[src/rtl/arb_pkg.sv]
// arb_pkg: shared types, sizes and helpers for the round-robin arbiter
package arb_pkg;
  localparam int NUM_REQ = 4;
  typedef enum logic {IDLE, GRANT} state_e;
  function automatic logic [NUM_REQ-1:0] to_onehot(input logic [1:0] idx);
    return NUM_REQ'(1) << idx;
  endfunction
endpackage

[src/rtl/rr_pick_4.sv]
// rr_pick_4: combinational search for the first set request starting at ptr, wrapping modulo 4
module rr_pick_4
  import arb_pkg::*;
(
  input  logic [NUM_REQ-1:0] req_i,
  input  logic [1:0]         ptr_i,
  output logic               found_o,
  output logic [1:0]         idx_o
);
  logic [2*NUM_REQ-1:0] dbl;
  logic [NUM_REQ-1:0]   rot;
  logic [1:0]           off;
  // rotate so that bit 0 is the requester at ptr, then find the nearest set bit
  always_comb begin
    dbl     = {req_i, req_i} >> ptr_i;
    rot     = dbl[NUM_REQ-1:0];
    off     = rot[0] ? 2'd0 : rot[1] ? 2'd1 : rot[2] ? 2'd2 : 2'd3;
    idx_o   = ptr_i + off;
    found_o = |req_i;
  end
endmodule

[src/rtl/rr_arbiter_4.sv]
// rr_arbiter_4: four-way round-robin arbiter with hold timeout and registered any-request flag
module rr_arbiter_4
  import arb_pkg::*;
#(
  parameter int HOLD_MAX = 8
) (
  input  logic               clk,
  input  logic               rst,
  input  logic [NUM_REQ-1:0] req,
  input  logic               done,
  output logic [NUM_REQ-1:0] gnt,
  output logic               gnt_valid,
  output logic [1:0]         gnt_id,
  output logic               any_req,
  output logic               timeout
);
  localparam int CW = $clog2(HOLD_MAX);
  localparam logic [CW-1:0] CNT_LAST = CW'(HOLD_MAX - 1);
  state_e             state_q, state_d;
  logic [1:0]         ptr_q, ptr_d, id_q, id_d, pick_idx;
  logic [CW-1:0]      cnt_q, cnt_d;
  logic [NUM_REQ-1:0] gnt_q, gnt_d;
  logic               vld_q, vld_d, any_q, to_q, to_d, pick_found, at_max, rel;
  rr_pick_4 u_pick (
    .req_i   (req),
    .ptr_i   (ptr_q),
    .found_o (pick_found),
    .idx_o   (pick_idx)
  );
  // next state: grant from IDLE, release on done/withdrawal/hold limit, otherwise count
  always_comb begin
    state_d = state_q;
    ptr_d   = ptr_q;
    id_d    = id_q;
    cnt_d   = cnt_q;
    gnt_d   = gnt_q;
    vld_d   = vld_q;
    to_d    = 1'b0;
    at_max  = cnt_q == CNT_LAST;
    rel     = done | ~req[id_q] | at_max;
    if (state_q == IDLE) begin
      if (pick_found) begin
        state_d = GRANT;
        id_d    = pick_idx;
        gnt_d   = to_onehot(pick_idx);
        vld_d   = 1'b1;
        cnt_d   = '0;
      end
    end else if (rel) begin
      state_d = IDLE;
      gnt_d   = '0;
      vld_d   = 1'b0;
      ptr_d   = id_q + 2'd1;
      to_d    = at_max & ~done;
    end else begin
      cnt_d = cnt_q + CW'(1);
    end
  end
  // state and output registers; reset clears everything, so a reset mid-grant never pulses timeout
  always_ff @(posedge clk or posedge rst) begin
    if (rst) begin
      state_q <= IDLE;
      ptr_q   <= '0;
      id_q    <= '0;
      cnt_q   <= '0;
      gnt_q   <= '0;
      vld_q   <= 1'b0;
      any_q   <= 1'b0;
      to_q    <= 1'b0;
    end else begin
      state_q <= state_d;
      ptr_q   <= ptr_d;
      id_q    <= id_d;
      cnt_q   <= cnt_d;
      gnt_q   <= gnt_d;
      vld_q   <= vld_d;
      any_q   <= |req;
      to_q    <= to_d;
    end
  end
  assign gnt       = gnt_q;
  assign gnt_valid = vld_q;
  assign gnt_id    = id_q;
  assign any_req   = any_q;
  assign timeout   = to_q;
endmodule
[config.mk]
export PLATFORM = sky130hd
export DESIGN_NAME = rr_arbiter_4
export DESIGN_NICKNAME = d
export VERILOG_FILES = /design/src/rtl/arb_pkg.sv /design/src/rtl/rr_pick_4.sv /design/src/rtl/rr_arbiter_4.sv
export SDC_FILE = /design/constraint.sdc
export NUM_CORES = 1
export LEC_CHECK = 0
export ABC_CLOCK_PERIOD_IN_PS = 2840
export BUFFER_PORTS_ARGS = -buffer_cell sky130_fd_sc_hd__clkbuf_2
export CAP_MARGIN = 30
export CORE_MARGIN = 1.5
export CORE_UTILIZATION = 40
export DETAILED_ROUTE_END_ITERATION = 6
export GPL_TIMING_DRIVEN = 0
export REMOVE_ABC_BUFFERS = 1
export SETUP_SLACK_MARGIN = 0.02
export SLEW_MARGIN = 15
export SYNTH_ARGS = -nofsm -noshare
export SYNTH_HDL_FRONTEND = slang
export SYNTH_HIERARCHICAL = 1
export SYNTH_SLANG_ARGS = --single-unit
[constraint.sdc]
create_clock -name clk -period 2.84 [get_ports clk]
set_clock_uncertainty 0.15 [all_clocks]
set_input_delay 0.568 -clock clk [delete_from_list [all_inputs] [get_ports clk]]
set_output_delay 0.568 -clock clk [all_outputs]
set_load 0.01 [all_outputs]
# Word level (Yosys, flattened, before mapping)
# Index checks and enable logic that the tools add are counted.
# op_classes
addsub	3
bitwise_logic	6
eq_ne	3
reduce_logical	6
n_lt_le_gt_ge	1
shifts	2
n_mux	19
# op_table
op	n
2-to-1 mux 4 bit	3
2-to-1 mux 1 bit	10
2-to-1 mux 3 bit	3
AND reduction 2 bit	4
>> shifter 8 x 2 -> 3 bit	1
2-to-1 mux 2 bit	2
OR reduction 4 bit	1
left shift 1 x 2 -> 4 bit (first input constant)	1
adder 3 x 1 -> 3 bit (second input constant)	1
== test 3 bit (second input constant)	1
less-than comparator 2 x 3 -> 1 bit (second input constant)	1
NOT 1 bit	3
adder 2 x 1 -> 2 bit (second input constant)	1
adder 2 bit	1
binary-select mux 1 bit (select 2 bit)	1
inequality test 2 x 1 -> 1 bit (second input constant)	1
inequality test 2 bit (second input constant)	1
bitwise OR 1 bit	2
nonzero test 2 bit	1
bitwise AND 1 bit	1
# word_totals
regBits	15
in_bits	7
elab_cells	48
output_inout_bits	9

# Longest topological paths before layout
# depth
ltp_word	8
depth_mapped	11
depth_no_buf	10

# By module
# Netlist, hierarchy kept.
# modules_own_cells
module	cells_each	instances	seq_area_each_um2	area_per_inst_um2
rr_arbiter_4	64	1	375.4	733.2
rr_pick_4	23	1	0.0	172.7

# Least setup slack after synthesis
# OpenSTA, ideal clock, no wires.
# synth_path
path_kind	input-to-reg
from	input req[0]
to	register gnt_q[1], in the netlist gnt[1]
path_stages	9
t_arrival_ns	2.044
required_time_ns	2.553
path_buffers	0
slack_ns	0.510
setup_time_ns	0.137
path_cell_list	and3b_2 o21ai_0 o211ai_1 ha_1 or4_1 nand4_1 nor2b_1 mux2i_1 o22ai_1
# synth_via
elab_chain_len	8
# synth_rtl
element	line	rtl
start: declaration	rr_arbiter_4.sv:9	input logic [NUM_REQ-1:0] req,
>> shifter 8 x 2 -> 3 bit (*)	rr_pick_4.sv:15	dbl = {req_i, req_i} >> ptr_i;
2-to-1 mux 1 bit	rr_pick_4.sv:17	off = rot[0] ? 2'd0 : rot[1] ? 2'd1 : rot[2] ? 2'd2 : 2'd3;
2-to-1 mux 2 bit	rr_pick_4.sv:17	
2-to-1 mux 2 bit (*)	rr_pick_4.sv:17	
adder 2 bit (*)	rr_pick_4.sv:18	idx_o = ptr_i + off;
named net pick_idx[1]	rr_arbiter_4.sv:20	logic [1:0] ptr_q, ptr_d, id_q, id_d, pick_idx;
left shift 1 x 2 -> 4 bit (*)	arb_pkg.sv:6	return NUM_REQ'(1) << idx;
2-to-1 mux 4 bit (*)	rr_arbiter_4.sv:42	if (pick_found) begin
2-to-1 mux 4 bit (*)	rr_arbiter_4.sv:41	if (state_q == IDLE) begin
end signal: assignment	rr_arbiter_4.sv:75	gnt_q <= gnt_d;
end: declaration	rr_arbiter_4.sv:22	logic [NUM_REQ-1:0] gnt_q, gnt_d;
# The timed path passes the listed nets; every way through them passes the cells marked *. The select of a mux whose other input is x is not followed.
# A chain may end at the register's enable or synchronous reset.

# Final worst setup path
# layout_path
from	register ptr_q[0]
to	register gnt_q[0], in the netlist gnt[0]
# layout_via
elab_chain_len	8
# layout_rtl
element	line	rtl
start: declaration	rr_arbiter_4.sv:20	
start signal: assignment	rr_arbiter_4.sv:72	ptr_q <= ptr_d;
>> shifter 8 x 2 -> 3 bit	rr_pick_4.sv:15	
2-to-1 mux 1 bit	rr_pick_4.sv:17	
2-to-1 mux 2 bit (2 in a row)	rr_pick_4.sv:17	
adder 2 bit (*)	rr_pick_4.sv:18	
named net pick_idx[1]	rr_arbiter_4.sv:20	
left shift 1 x 2 -> 4 bit (*)	arb_pkg.sv:6	
2-to-1 mux 4 bit (*)	rr_arbiter_4.sv:42	
2-to-1 mux 4 bit (*)	rr_arbiter_4.sv:41	
# Marked as above.

==> metrics.md <==
| Metric | Value |
|---|---|
| Status | `completed` |
| Power per cell area | `958 nW/µm²` |
| Core box area | `2170 µm²` |
| Setup crit start kind | `register` |
| Clk pin slew, worst setup/hold paths | `0.10 ns` |
| Internal | `581 µW` |
| Hold_buf cts | `0` |
| Yosys reg bits | `15` |
| Comb power frac | `47.0%` |
| Routed WL | `1720 µm` |
| Final core utilization | `47.2%` |
| Max-slew violation count | `0` |
| Die area | `2560 µm²` |
| DR vias | `694` |
| Setup ws final | `0.354 ns` |
| CTS max path bufs | `2` |
| RSZ-0062 raised after global routing | `false` |
| Internal reg-to-reg setup slack | `0.35 ns` |
| DRC violations left | `0` |
| Synth warn | `6` |
| Relative slew margins | `61.4%` |
| Avg Inst Size Synth | `10.4 µm²` |
| Non-filler cells, final | `131` |
| Grt ovf | `0` |
| Most frequent cells in the layout | `dfrtp_1, clkbuf_2, nand2_1, o21ai_0` |
| Share of cells above drive strength 1 | `29.1%` |
| CP endpoint kind | `register` |
| Root Buffer | `clkbuf_4` |
| Drt initial violations | `4` |
| Worst r2r dst | `gnt[0]` |
| Initial Utilization | `41.8%` |
| Final hold violations | `0` |
| Worst slack at placement | `0.132 ns` |
| Initial antenna violation count | `0` |
| FFs w/ async S/R, synth | `100%` |
| Clock sink count | `15` |
| R2r startpoint | `ptr_q[0]` |
| Pin count of the biggest net entering global routing | `16` |
| Placed insts | `127` |
| Post-synthesis cell area | `906 µm²` |
| Rows | `17` |
| Crit path max fanout | `10` |
| Clk pwr share | `12.9%` |
| Setup TNS | `0 ns` |
| Critical path class | `register to register` |
| Cell depth of the worst flop-to-flop path | `9` |
| GP Congestion | `0.747` |
| Num ports | `16` |
| Detail Route Antenna Nets | `0` |
| Global-route wire length before repair | `3060 µm` |
| Wirelength per Cell | `13.1 µm` |
| Flop pwr share | `40.1%` |
| Least-Margin Pin Slew | `0.579 ns` |
| Final setup vio count | `0` |
| Cells after Synth | `87` |
| FMAX | `402 MHz` |
| Ys flop type | `dfrtp_1` |
| Worst VDD drop | `0.470 mV` |
| Worst EP required | `2.86 ns` |
| Number of diodes | `0` |
| Post_cts resized | `0` |
| Buffers on Ports | `15` |
| Maxcap violations | `0` |
| Vias in the first global route | `660` |
| Die X | `50.6 µm` |
| Fin crit share | `87.6%` |
| Post-DP HPWL | `1240 µm` |
| Power Total | `982 µW` |
| Number of synthesized flops with an enable pin | `0` |
| CTS Buf Count | `3` |
| Die Height | `50.6 µm` |
| HP Class | `primary input to asynchronous set/reset pin` |
| Vias per cell | `5.30` |
| Fin crit period | `2.49 ns` |
| CTS tree | `done` |
| Drt first pass iters | `4` |
| Net Sw Frac | `40.8%` |
| Area Overhead vs Synth | `13.1%` |
| WP data arrival | `2.51 ns` |
| H-tree depth | `1` |
| Clk_lat worst skew | `0.30 ns` |
| Nets | `114` |
| Gr usage total | `15.9%` |
| Post-CTS Setup Bufs | `0` |
| Leak | `0.000511 µW` |
| Seq/Total Area, Yosys | `41.4%` |
| Switching power | `401 µW` |
| Distinct cell type count after synthesis | `33` |
## through the flow
| stage | hold slack, ns | area (µm²) |
|---|---|---|
| floorplan | 0.319 | 887 |
| global placement | 0.322 | 997 |
| detailed placement | 0.329 | 997 |
| CTS | 0.163 | 1020 |
| global route | 0.203 | 1020 |
| finish | 0.144 | 1020 |
## final cells by class
| class | count | area (µm²) |
|---|---|---|
| clock buffers | 3 | 22.5 |
| flip-flops and latches | 15 | 375 |
| inverters | 4 | 15.0 |
| well taps | 28 | 35.0 |
| clock inverters | 1 | 5.00 |
| repair buffers | 15 | 75.1 |
| multi-input cells | 65 | 497 |
| fillers | 215 | 1140 |
## metal layers
metal	vias to the layer above	GRT usage, %	wire length [µm]
li1	347	-	-
met1	327	19.3	804
met2	16	25.9	812
met3	4	5.95	73
met4	0	5.41	30
met5	-	0	0
## power by group through the flow
| stage | Combinational [µW] | Sequential, µW | Clock (µW) |
|---|---|---|---|
| 2_1_floorplan | 350 | 389 | 0 |
| 3_3_place_gp | 456 | 395 | 0 |
| 3_5_place_dp | 466 | 401 | 0 |
| 4_1_cts | 469 | 396 | 131 |
| 5_1_grt | 519 | 413 | 135 |
| 6_report | 461 | 394 | 127 |
## worst max-delay path by stage
| stage | slack (ns) | endpoint | from | cells past startpoint |
|---|---|---|---|---|
| 2_1_floorplan | 0.51 | gnt[1] | req[0] | 9 |
| 6_report | 0.35 | gnt[0] | ptr_q[0] | 9 |
| 3_5_place_dp | 0.13 | gnt[0] | req[3] | 10 |
| 4_1_cts | 0.35 | gnt[0] | ptr_q[0] | 9 |
| 3_3_place_gp | 0.18 | gnt[1] | req[3] | 10 |
| 5_1_grt | 0.21 | gnt[0] | ptr_q[0] | 9 |
## state kept, by name, summed over array words and instances (netlist names)
| signal | count |
|---|---|
| state_q | 1 |
| gnt | 4 |
| gnt_id | 2 |
| any_req | 1 |
| timeout | 1 |
| gnt_valid | 1 |
| cnt_q | 3 |
| ptr_q | 2 |
## logic make-up (layout without fill, tap and decap cells)
group                      Yosys count  after routing  share of synthesized area (%)
adders and majority gates            3              3                           4.14
AOI/OAI and AO/OA                   18             18                           14.4
xor gates and xnor gates             2              2                           1.93
and+or+nand+nor                     33             33                           22.4
muxes                                9              9                           12.0
buffers and inverters                7             23                           3.73
DFF                                 15             15                           41.4
## cells in the mapped netlist, types with 2 or more instances
cell type	n	share of area (%)
and3b_2	2	2.2
mux2_2	3	3.7
o211ai_1	2	1.7
o22ai_1	2	1.4
nor2b_1	4	2.8
o21ai_0	5	2.8
nand2_1	7	2.9
inv_1	4	1.7
dfrtp_1	15	41
mux2i_1	3	3.3
nor3b_1	4	3.3
nor2_1	4	1.7
nor3_1	2	1.1
ha_1	3	4.1
a21o_1	2	1.7
mux2_4	3	5.0
o2bb2ai_1	2	1.9
a21oi_1	2	1.1
or4_1	3	2.5
clkbuf_1	2	0.83
## critical path, cell delays in order, from the launching register on
cell and delay, ns:
dfrtp_1 0.49, and3b_2 0.24, o21ai_0 0.14, o211ai_1 0.12
ha_1 0.23, or4_1 0.49, nand4_1 0.20, nor2_1 0.06
mux2i_1 0.15, o22ai_1 0.10
(Power assumes the default switching activity.)
